File: src/rtl/calc_pkg.sv
// Shared types and helpers for the ALU request arbiter.
package calc_pkg;

  localparam int unsigned FCT_W = 2;

  typedef enum logic [1:0] {
    StIdle = 2'd0,
    StExec = 2'd1,
    StResp = 2'd2
  } state_e;

  // Requester index width; a single requester still gets a 1-bit id.
  function automatic int unsigned id_width(input int unsigned n);
    return (n > 1) ? $clog2(n) : 1;
  endfunction

endpackage

File: src/rtl/rr_arbiter.sv
// Round-robin picker: first set request strictly after last_i, wrapping to 0.
module rr_arbiter #(
  parameter int unsigned NReq = 4,
  parameter int unsigned IdW  = 2
) (
  input  logic [NReq-1:0] req_i,
  input  logic [IdW-1:0]  last_i,
  output logic [NReq-1:0] gnt_o,
  output logic [IdW-1:0]  idx_o,
  output logic            any_o
);

  // Two passes: indices above last_i first, then the wrapped range 0..last_i.
  always_comb begin
    int last_int;
    gnt_o    = '0;
    idx_o    = '0;
    any_o    = 1'b0;
    last_int = int'(last_i);
    for (int k = 0; k < int'(NReq); k++) begin
      if (!any_o && req_i[k] && (k > last_int)) begin
        gnt_o[k] = 1'b1;
        idx_o    = IdW'(k);
        any_o    = 1'b1;
      end
    end
    for (int k = 0; k < int'(NReq); k++) begin
      if (!any_o && req_i[k] && (k <= last_int)) begin
        gnt_o[k] = 1'b1;
        idx_o    = IdW'(k);
        any_o    = 1'b1;
      end
    end
  end

endmodule

File: src/rtl/alu_arbiter.sv
// Shares one combinational ALU among n_req requesters with round-robin priority.
// Each accepted operation takes one EXEC cycle, then waits in RESP for the consumer.
module alu_arbiter
  import calc_pkg::*;
#(
  parameter int unsigned width = 8,
  parameter int unsigned n_req = 4,
  parameter int unsigned cnt_w = 16,
  localparam int unsigned id_w = id_width(n_req)
) (
  input  logic                   clock_i,
  input  logic                   reset_i,
  input  logic [n_req-1:0]       req_valid_i,
  output logic [n_req-1:0]       req_ready_o,
  input  logic [n_req*width-1:0] req_a_i,
  input  logic [n_req*width-1:0] req_b_i,
  input  logic [2*n_req-1:0]     req_fct_i,
  output logic [width-1:0]       alu_a_o,
  output logic [width-1:0]       alu_b_o,
  output logic [FCT_W-1:0]       alu_fct_o,
  input  logic [2*width-1:0]     alu_s_i,
  input  logic                   alu_signal_i,
  output logic                   rsp_valid_o,
  input  logic                   rsp_ready_i,
  output logic [id_w-1:0]        rsp_id_o,
  output logic [2*width-1:0]     rsp_s_o,
  output logic                   rsp_signal_o,
  output logic                   busy_o,
  output logic [cnt_w-1:0]       done_cnt_o
);

  // Requester 0 wins first after reset.
  localparam logic [id_w-1:0] LastRst = id_w'(n_req - 1);

  state_e               state_q, state_d;
  logic [id_w-1:0]      last_q;
  logic [id_w-1:0]      id_q;
  logic [width-1:0]     a_q, b_q;
  logic [FCT_W-1:0]     fct_q;
  logic [2*width-1:0]   s_q;
  logic                 sig_q;
  logic [cnt_w-1:0]     cnt_q;

  logic [n_req-1:0]     win_gnt;
  logic [id_w-1:0]      win_idx;
  logic                 any_req;
  logic                 accept;
  logic                 rsp_fire;
  logic [width-1:0]     a_sel, b_sel;
  logic [FCT_W-1:0]     fct_sel;

  rr_arbiter #(
    .NReq (n_req),
    .IdW  (id_w)
  ) u_rr_arbiter (
    .req_i  (req_valid_i),
    .last_i (last_q),
    .gnt_o  (win_gnt),
    .idx_o  (win_idx),
    .any_o  (any_req)
  );

  // Accept is possible in IDLE, or in RESP on the same cycle the response is taken.
  always_comb begin
    rsp_fire = (state_q == StResp) && rsp_ready_i;
    accept   = any_req && ((state_q == StIdle) || rsp_fire);
  end

  // Operand mux driven by the one-hot grant.
  always_comb begin
    a_sel   = '0;
    b_sel   = '0;
    fct_sel = '0;
    for (int k = 0; k < int'(n_req); k++) begin
      if (win_gnt[k]) begin
        a_sel   = req_a_i[k*width +: width];
        b_sel   = req_b_i[k*width +: width];
        fct_sel = req_fct_i[k*FCT_W +: FCT_W];
      end
    end
  end

  // State register.
  always_ff @(posedge clock_i or negedge reset_i) begin
    if (!reset_i) begin
      state_q <= StIdle;
    end else begin
      state_q <= state_d;
    end
  end

  // Next-state logic.
  always_comb begin
    state_d = state_q;
    unique case (state_q)
      StIdle: if (any_req) state_d = StExec;
      StExec: state_d = StResp;
      StResp: if (rsp_ready_i) state_d = any_req ? StExec : StIdle;
      default: state_d = StIdle;
    endcase
  end

  // FSM outputs.
  always_comb begin
    req_ready_o = accept ? win_gnt : '0;
    rsp_valid_o = (state_q == StResp);
    busy_o      = (state_q != StIdle);
  end

  // Latch the winner's operands and remember it for the next arbitration round.
  always_ff @(posedge clock_i or negedge reset_i) begin
    if (!reset_i) begin
      a_q    <= '0;
      b_q    <= '0;
      fct_q  <= '0;
      id_q   <= '0;
      last_q <= LastRst;
    end else if (accept) begin
      a_q    <= a_sel;
      b_q    <= b_sel;
      fct_q  <= fct_sel;
      id_q   <= win_idx;
      last_q <= win_idx;
    end
  end

  // Capture the ALU result at the end of the EXEC cycle.
  always_ff @(posedge clock_i or negedge reset_i) begin
    if (!reset_i) begin
      s_q   <= '0;
      sig_q <= 1'b0;
    end else if (state_q == StExec) begin
      s_q   <= alu_s_i;
      sig_q <= alu_signal_i;
    end
  end

  // Saturating count of completed response handshakes.
  always_ff @(posedge clock_i or negedge reset_i) begin
    if (!reset_i) begin
      cnt_q <= '0;
    end else if (rsp_fire && (cnt_q != {cnt_w{1'b1}})) begin
      cnt_q <= cnt_q + 1'b1;
    end
  end

  assign alu_a_o      = a_q;
  assign alu_b_o      = b_q;
  assign alu_fct_o    = fct_q;
  assign rsp_id_o     = id_q;
  assign rsp_s_o      = s_q;
  assign rsp_signal_o = sig_q;
  assign done_cnt_o   = cnt_q;

endmodule

File: config.mk
export PLATFORM = sky130hd
export DESIGN_NAME = alu_arbiter
export DESIGN_NICKNAME = d
export VERILOG_FILES = /design/src/rtl/calc_pkg.sv /design/src/rtl/rr_arbiter.sv /design/src/rtl/alu_arbiter.sv
export SDC_FILE = /design/constraint.sdc
export NUM_CORES = 1
export LEC_CHECK = 0
export ABC_AREA = 0
export BUFFER_PORTS_ARGS = -buffer_cell sky130_fd_sc_hd__buf_4
export CAP_MARGIN = 40
export CORE_MARGIN = 2
export CORE_UTILIZATION = 51
export CTS_BUF_LIST = sky130_fd_sc_hd__clkbuf_8
export CTS_CLUSTER_SIZE = 25
export DETAILED_ROUTE_END_ITERATION = 12
export PLACE_DENSITY = 0.89
export SKIP_LAST_GASP = 1
export SYNTH_ARGS = -nofsm -noshare
export SYNTH_HDL_FRONTEND = slang
export SYNTH_HIERARCHICAL = 1
export SYNTH_SLANG_ARGS = --single-unit
File: constraint.sdc
create_clock -name clock_i -period 4.9 [get_ports clock_i]
set_input_delay 0.245 -clock clock_i [delete_from_list [all_inputs] [get_ports clock_i]]
set_output_delay 0.245 -clock clock_i [all_outputs]
set_load 0.02 [all_outputs]
# == Word level (Yosys, flattened, before mapping) ==
# Cells that the tools add are included.
# word_totals
regBits,57
input_bits,96
# op_classes
n_addsub,1
magnitude_cmp,6
n_eq_ne,5
muxes,37
reduce_logical,25
# op_table
operator,n
8-bit two-way mux,8
2-bit two-way mux,12
16-bit by 1-bit adder with 16-bit output (second input constant),1
16-bit inequality test (second input constant),1
1-bit logical AND,15
1-bit two-way mux,15
1-bit logical NOT,6
2-bit case mux with 3 select lines,1
2-bit > comparator (first input constant),2
2-bit <= comparator (first input constant),2
4-bit two-way mux,1
2-bit by 1-bit == test with 1-bit output (second input constant),1
2-bit == test (second input constant),1
1-bit by 2-bit > comparator with 1-bit output (first input constant),1
1-bit by 2-bit <= comparator with 1-bit output (first input constant),1
2-bit logical NOT,1
2-bit by 1-bit inequality test with 1-bit output (second input constant),1
2-bit inequality test (second input constant),1
2-bit AND reduction,1
2-bit nonzero test,1
1-bit logical OR,1

# == Logic depth before layout (Yosys ltp) ==
# logic_depth
ltp_word,29
mapped_depth,10

# == Modules after synthesis ==
# The synthesis kept the hierarchy.
# by_module_without_submodules
mod,n_inst,cells_per_inst,area_per_inst_um2,seq_area_each_um2
alu_arbiter,1,278,2822.7,1428.9
rr_arbiter,1,34,234.0,0.0

# == Least setup slack after synthesis ==
# No wires, ideal clock.
# synth_path
kind,flip-flop to output port
from,register last_q[0]
to,output port req_ready_o[3]
arrival_time_ns,1.787
required_ns,4.655
slack_ns,2.868
stages_incl_launch_ff,8
path_buffers,3
path_cell_list,dfstp_2 -> buf_2 -> nor2b_1 -> o21bai_1 -> a21boi_1 -> clkbuf_1 -> clkbuf_1 -> and2_1
# synth_rtl
element,line_no,text
"start, declared",alu_arbiter.sv:36,logic [id_w-1:0] last_q;
"start signal, assigned",alu_arbiter.sv:117,last_q <= LastRst;
"start signal, assigned",alu_arbiter.sv:123,last_q <= win_idx;
1-bit by 2-bit > comparator with 1-bit output,rr_arbiter.sv:21,if (!any_o && req_i[k] && (k > last_int)) begin
1-bit logical AND,rr_arbiter.sv:21,
1-bit two-way mux,rr_arbiter.sv:21,
1-bit logical NOT,rr_arbiter.sv:21,
1-bit logical AND (2 in series),rr_arbiter.sv:21,
1-bit two-way mux,rr_arbiter.sv:21,
1-bit logical NOT,rr_arbiter.sv:21,
1-bit logical AND (2 in series),rr_arbiter.sv:21,
[... 8 more ...],n/a,
1-bit logical NOT,rr_arbiter.sv:28,if (!any_o && req_i[k] && (k <= last_int)) begin
1-bit logical AND (2 in series),rr_arbiter.sv:28,
1-bit two-way mux,rr_arbiter.sv:28,
1-bit logical NOT,rr_arbiter.sv:28,
1-bit logical AND (2 in series),rr_arbiter.sv:28,
1-bit two-way mux (*),rr_arbiter.sv:28,
net win_gnt[3],alu_arbiter.sv:44,logic [n_req-1:0] win_gnt;
4-bit two-way mux (*),alu_arbiter.sv:105,req_ready_o = accept ? win_gnt : '0;
"end, declared",alu_arbiter.sv:14,"output logic [n_req-1:0] req_ready_o,"
# The timed path passes the listed nets; every way through them passes the cells marked *.

# == Worst setup path after layout ==
# layout_path
from,register last_q[1]
to,"register a_q[3], in the netlist alu_a_o[3]"
# layout_rtl
element,line_no,text
1-bit by 2-bit > comparator with 1-bit output,rr_arbiter.sv:21,
1-bit logical AND,rr_arbiter.sv:21,
1-bit two-way mux,rr_arbiter.sv:21,
1-bit logical NOT,rr_arbiter.sv:21,
1-bit logical AND (2 in series),rr_arbiter.sv:21,
1-bit two-way mux,rr_arbiter.sv:21,
1-bit logical NOT,rr_arbiter.sv:21,
1-bit logical AND (2 in series),rr_arbiter.sv:21,
1-bit two-way mux,rr_arbiter.sv:21,
1-bit logical NOT,rr_arbiter.sv:28,
1-bit logical AND,rr_arbiter.sv:28,
1-bit two-way mux,rr_arbiter.sv:28,
1-bit logical NOT,rr_arbiter.sv:28,
1-bit logical AND (2 in series),rr_arbiter.sv:28,
1-bit two-way mux (*),rr_arbiter.sv:28,
net win_gnt[1],alu_arbiter.sv:44,
8-bit two-way mux (*) (3 in series),alu_arbiter.sv:75,if (win_gnt[k]) begin
"end signal, assigned",alu_arbiter.sv:119,a_q <= a_sel;
"end, declared",alu_arbiter.sv:38,"logic [width-1:0] a_q, b_q;"
# Marks and branches as above.
# A chain may end at the register's enable or synchronous reset.

==> impl_metrics.py <==
metrics = {
    "status": {
        "status": "complete, no violations",
    },
    "clocking": {
        "postCtsSetupBuffers": 0,
        "cts_root_buf": "clkbuf_8",
        "htreeDepth": 3,
        "clk-insertion-delay-late_ns": 0.33,
        "clk_path_buf_depth": 2,
        "cts_inserted_buffers": 9,
        "cts_tree": "built",
        "cts_resized": 0,
        "cts_sinks": 57,
        "path_clk_slew_ns": 0.07,
    },
    "yosys": {
        "yosys_most_used_dff": "dfrtp_1",
        "ys_ff_latch": 57,
        "synthesis.instances": 312,
        "syn-num-nets": 409,
        "synth_enable_flop_cells": 0,
        "synth-seq-area-share": 0.4675,
        "yosysWarnings": 6,
        "synth_cell_types": 48,
        "synthArstFlopShare": 1.000,
        "avgSynthCellArea_um2": 9.797,
        "netlist_area_um2": 3057,
    },
    "worst_hold_path": {
        "min_from": "rsp_ready_i",
        "worstHoldPathType": "input port to register",
        "min_to": "state_q[1]$_DFFE_PN0P_",
        "hold-path-cell-count": 2,
    },
    "power_and_ir_drop": {
        "intPower_uw": 1479,
        "power_density_nw_per_um2": 567.4,
        "switching_power_uw": 1031,
        "pwr-share-seq": 0.326,
        "p_clk_frac": 0.154,
        "p_comb_frac": 0.520,
        "switching_share": 0.4108,
        "leakage_uw": 0.002163,
        "ir_worst_vdd_uv": 359.2,
    },
    "sta": {
        "setup_viol": 0,
        "finalCritPeriodShare": 0.5540,
        "slew_headroom": 0.4613,
        "tns_ns": 0,
        "max_freq_mhz": 368.4,
        "rsz0062_at_grt": "no",
        "fin_worst_skew_ns": 0.008538,
        "min_period_ns": 2.715,
        "finalHoldViolCount": 0,
        "maxSlewViolCount": 0,
        "worstMarginPinSlew_ns": 0.8081,
    },
    "floorplan": {
        "die_area_um2": 6628,
        "start_util": 0.5225,
        "die_y_um": 81.42,
        "pin_count": 155,
        "die_x_um": 81.42,
        "core_um2": 5851,
        "rows": 28,
    },
    "cells_and_area": {
        "synthToLayoutAreaGrowth_pct": 44.70,
        "layout_commonest_cell": "buf_4",
        "diodes": 0,
        "layout_common_cells": "buf_4 (157), dfrtp_1 (55), inv_1 (30)",
        "drive_above_1_share": 0.4332,
        "fin_area_um2": 4423,
        "fin_cells": 539,
        "final_util": 0.7560,
        "final_nets": 556,
        "nFillCells": 393,
    },
    "placement": {
        "place_inst": 522,
        "dpl.hpwl_mm": 6.131,
        "postPlaceCellArea_um2": 4240,
        "port_buffers": 154,
        "place.gp.congestion": 0.8184,
    },
    "route": {
        "drt_wl_total_mm": 8.211,
        "wire_per_inst_um": 15.23,
        "drtAntennaViolNets": 0,
        "vias": 2982,
        "drc": 0,
        "first_pass_iters": 4,
        "vias_per_cell": 5.532,
        "drt_iter0_markers": 125,
    },
    "setup_path": {
        "critPathKind": "register to register",
        "critPathLaunchType": "register",
        "endpoint_kind": "register",
        "critPathMaxFanout": 21,
        "reg2reg_slack_ns": 2.19,
        "arrival_ns": 2.90,
        "r2r-end": "alu_a_o[3]$_DFFE_PN0P_",
        "critical_path_required_ns": 5.09,
        "r2r_start": "last_q[1]$_DFFE_PN1P_",
        "rr_worst_depth": 8,
    },
    "global_routing": {
        "grt_max_degree": 58,
        "overflow": 0,
        "antenna_found_initial": 0,
        "grt_pass1_vias": 2796,
        "grt_pass1_wl_mm": 12.63,
        "grt_use_total": 0.2465,
    },
    "flow_run": {
        "cap_violations": 0,
    },
}
## worst max-delay path by stage
stage / startpoint / to / slack [ns]
after floorplan: last_q[0]$_DFFE_PN1P_ / req_ready_o[3] / 2.87
after global placement: last_q[1]$_DFFE_PN1P_ / alu_a_o[3]$_DFFE_PN0P_ / 1.94
after detailed placement: last_q[1]$_DFFE_PN1P_ / alu_a_o[3]$_DFFE_PN0P_ / 2.21
after CTS: last_q[1]$_DFFE_PN1P_ / alu_a_o[3]$_DFFE_PN0P_ / 2.20
after global routing: last_q[1]$_DFFE_PN1P_ / alu_a_o[3]$_DFFE_PN0P_ / 2.05
final: last_q[1]$_DFFE_PN1P_ / alu_a_o[3]$_DFFE_PN0P_ / 2.19
## final cells by class
type,instances,area (um2),area share
flip-flops and latches,57,1429,0.3231
inverters,29,108.9,0.02461
multi-input cells,203,1415,0.3199
well taps,75,93.84,0.02122
clock buffers,10,137.6,0.03112
clock inverters,6,35.03,0.007921
repair buffers,159,1204,0.2721
## power by group through the flow
stage	clock [uW]	combinational, uW	sequential, uW
global placement	0	1270	812
floorplan	0	628	1000
CTS	394	1320	820
finish	386	1310	818
detailed placement	0	1310	827
global route	416	1410	849
## flip-flops by register name, summed over array words and instances (netlist names)
register,cells
done_cnt_o,16
rsp_s_o,16
last_q,2
rsp_signal_o,1
alu_fct_o,2
alu_b_o,8
alu_a_o,8
state_q,2
rsp_id_o,2
## routing by layer
layer	vias up	wire, um	track usage
met3	9	797	0.07033
li1	1407	-	-
met5	-	0	0
met2	146	4145	0.4205
met4	0	108	0.09153
met1	1420	3159	0.2953
## cell usage after synthesis (all sizes together), types with 3 or more instances
library cell / number / area share
dfrtp: 55 / 0.45
inv: 29 / 0.036
nand2: 28 / 0.034
nor2: 23 / 0.029
a31oi: 18 / 0.037
mux2: 18 / 0.068
a211o: 17 / 0.049
a221oi: 17 / 0.049
buf: 14 / 0.028
xnor2: 12 / 0.034
o21ai: 10 / 0.016
clkbuf: 9 / 0.011
nand4: 8 / 0.016
nand3: 6 / 0.0098
and2: 5 / 0.010
a21oi: 4 / 0.0065
nand2b: 4 / 0.0082
a211oi: 3 / 0.0090
nor2b: 3 / 0.0061
nor4: 3 / 0.0082
xor2: 3 / 0.0086
## stage by stage
stage               power [uW]  hold WS (ns)  setup slack [ns]
floorplan                 1633      -0.05059             2.868
global placement          2078        0.3375             1.941
detailed placement        2139        0.3482             2.206
CTS                       2531        0.1378             2.199
global route              2678        0.1377             2.053
finish                    2510        0.1443             2.185
## what timing repair did
item,in CTS,in global routing
setup endpoints to repair,0,0
hold endpoints to repair,50,0
hold buffers,1,0
## cells by family after synthesis
logic type               Yosys count  synth area share
buffers and inverters             52           0.07490
flip-flops                        57            0.4675
multiplexers                      18           0.06754
adder cells (fa/ha/maj)            1          0.004093
AND/OR/NAND/NOR                   89            0.1433
XOR/XNOR                          15           0.04298
AO/OA/AOI/OAI                     80            0.1998
## critical path, stage by stage (launching register included)
cell       delay, ns
dfstp_2         0.65
a2bb2oi_1       0.10
o22ai_1         0.15
and2_1          0.62
nor2b_1         0.21
buf_4           0.25
a221oi_1        0.34
a211o_1         0.16
a31oi_1         0.08
Power figures use the tool's default switching activity.
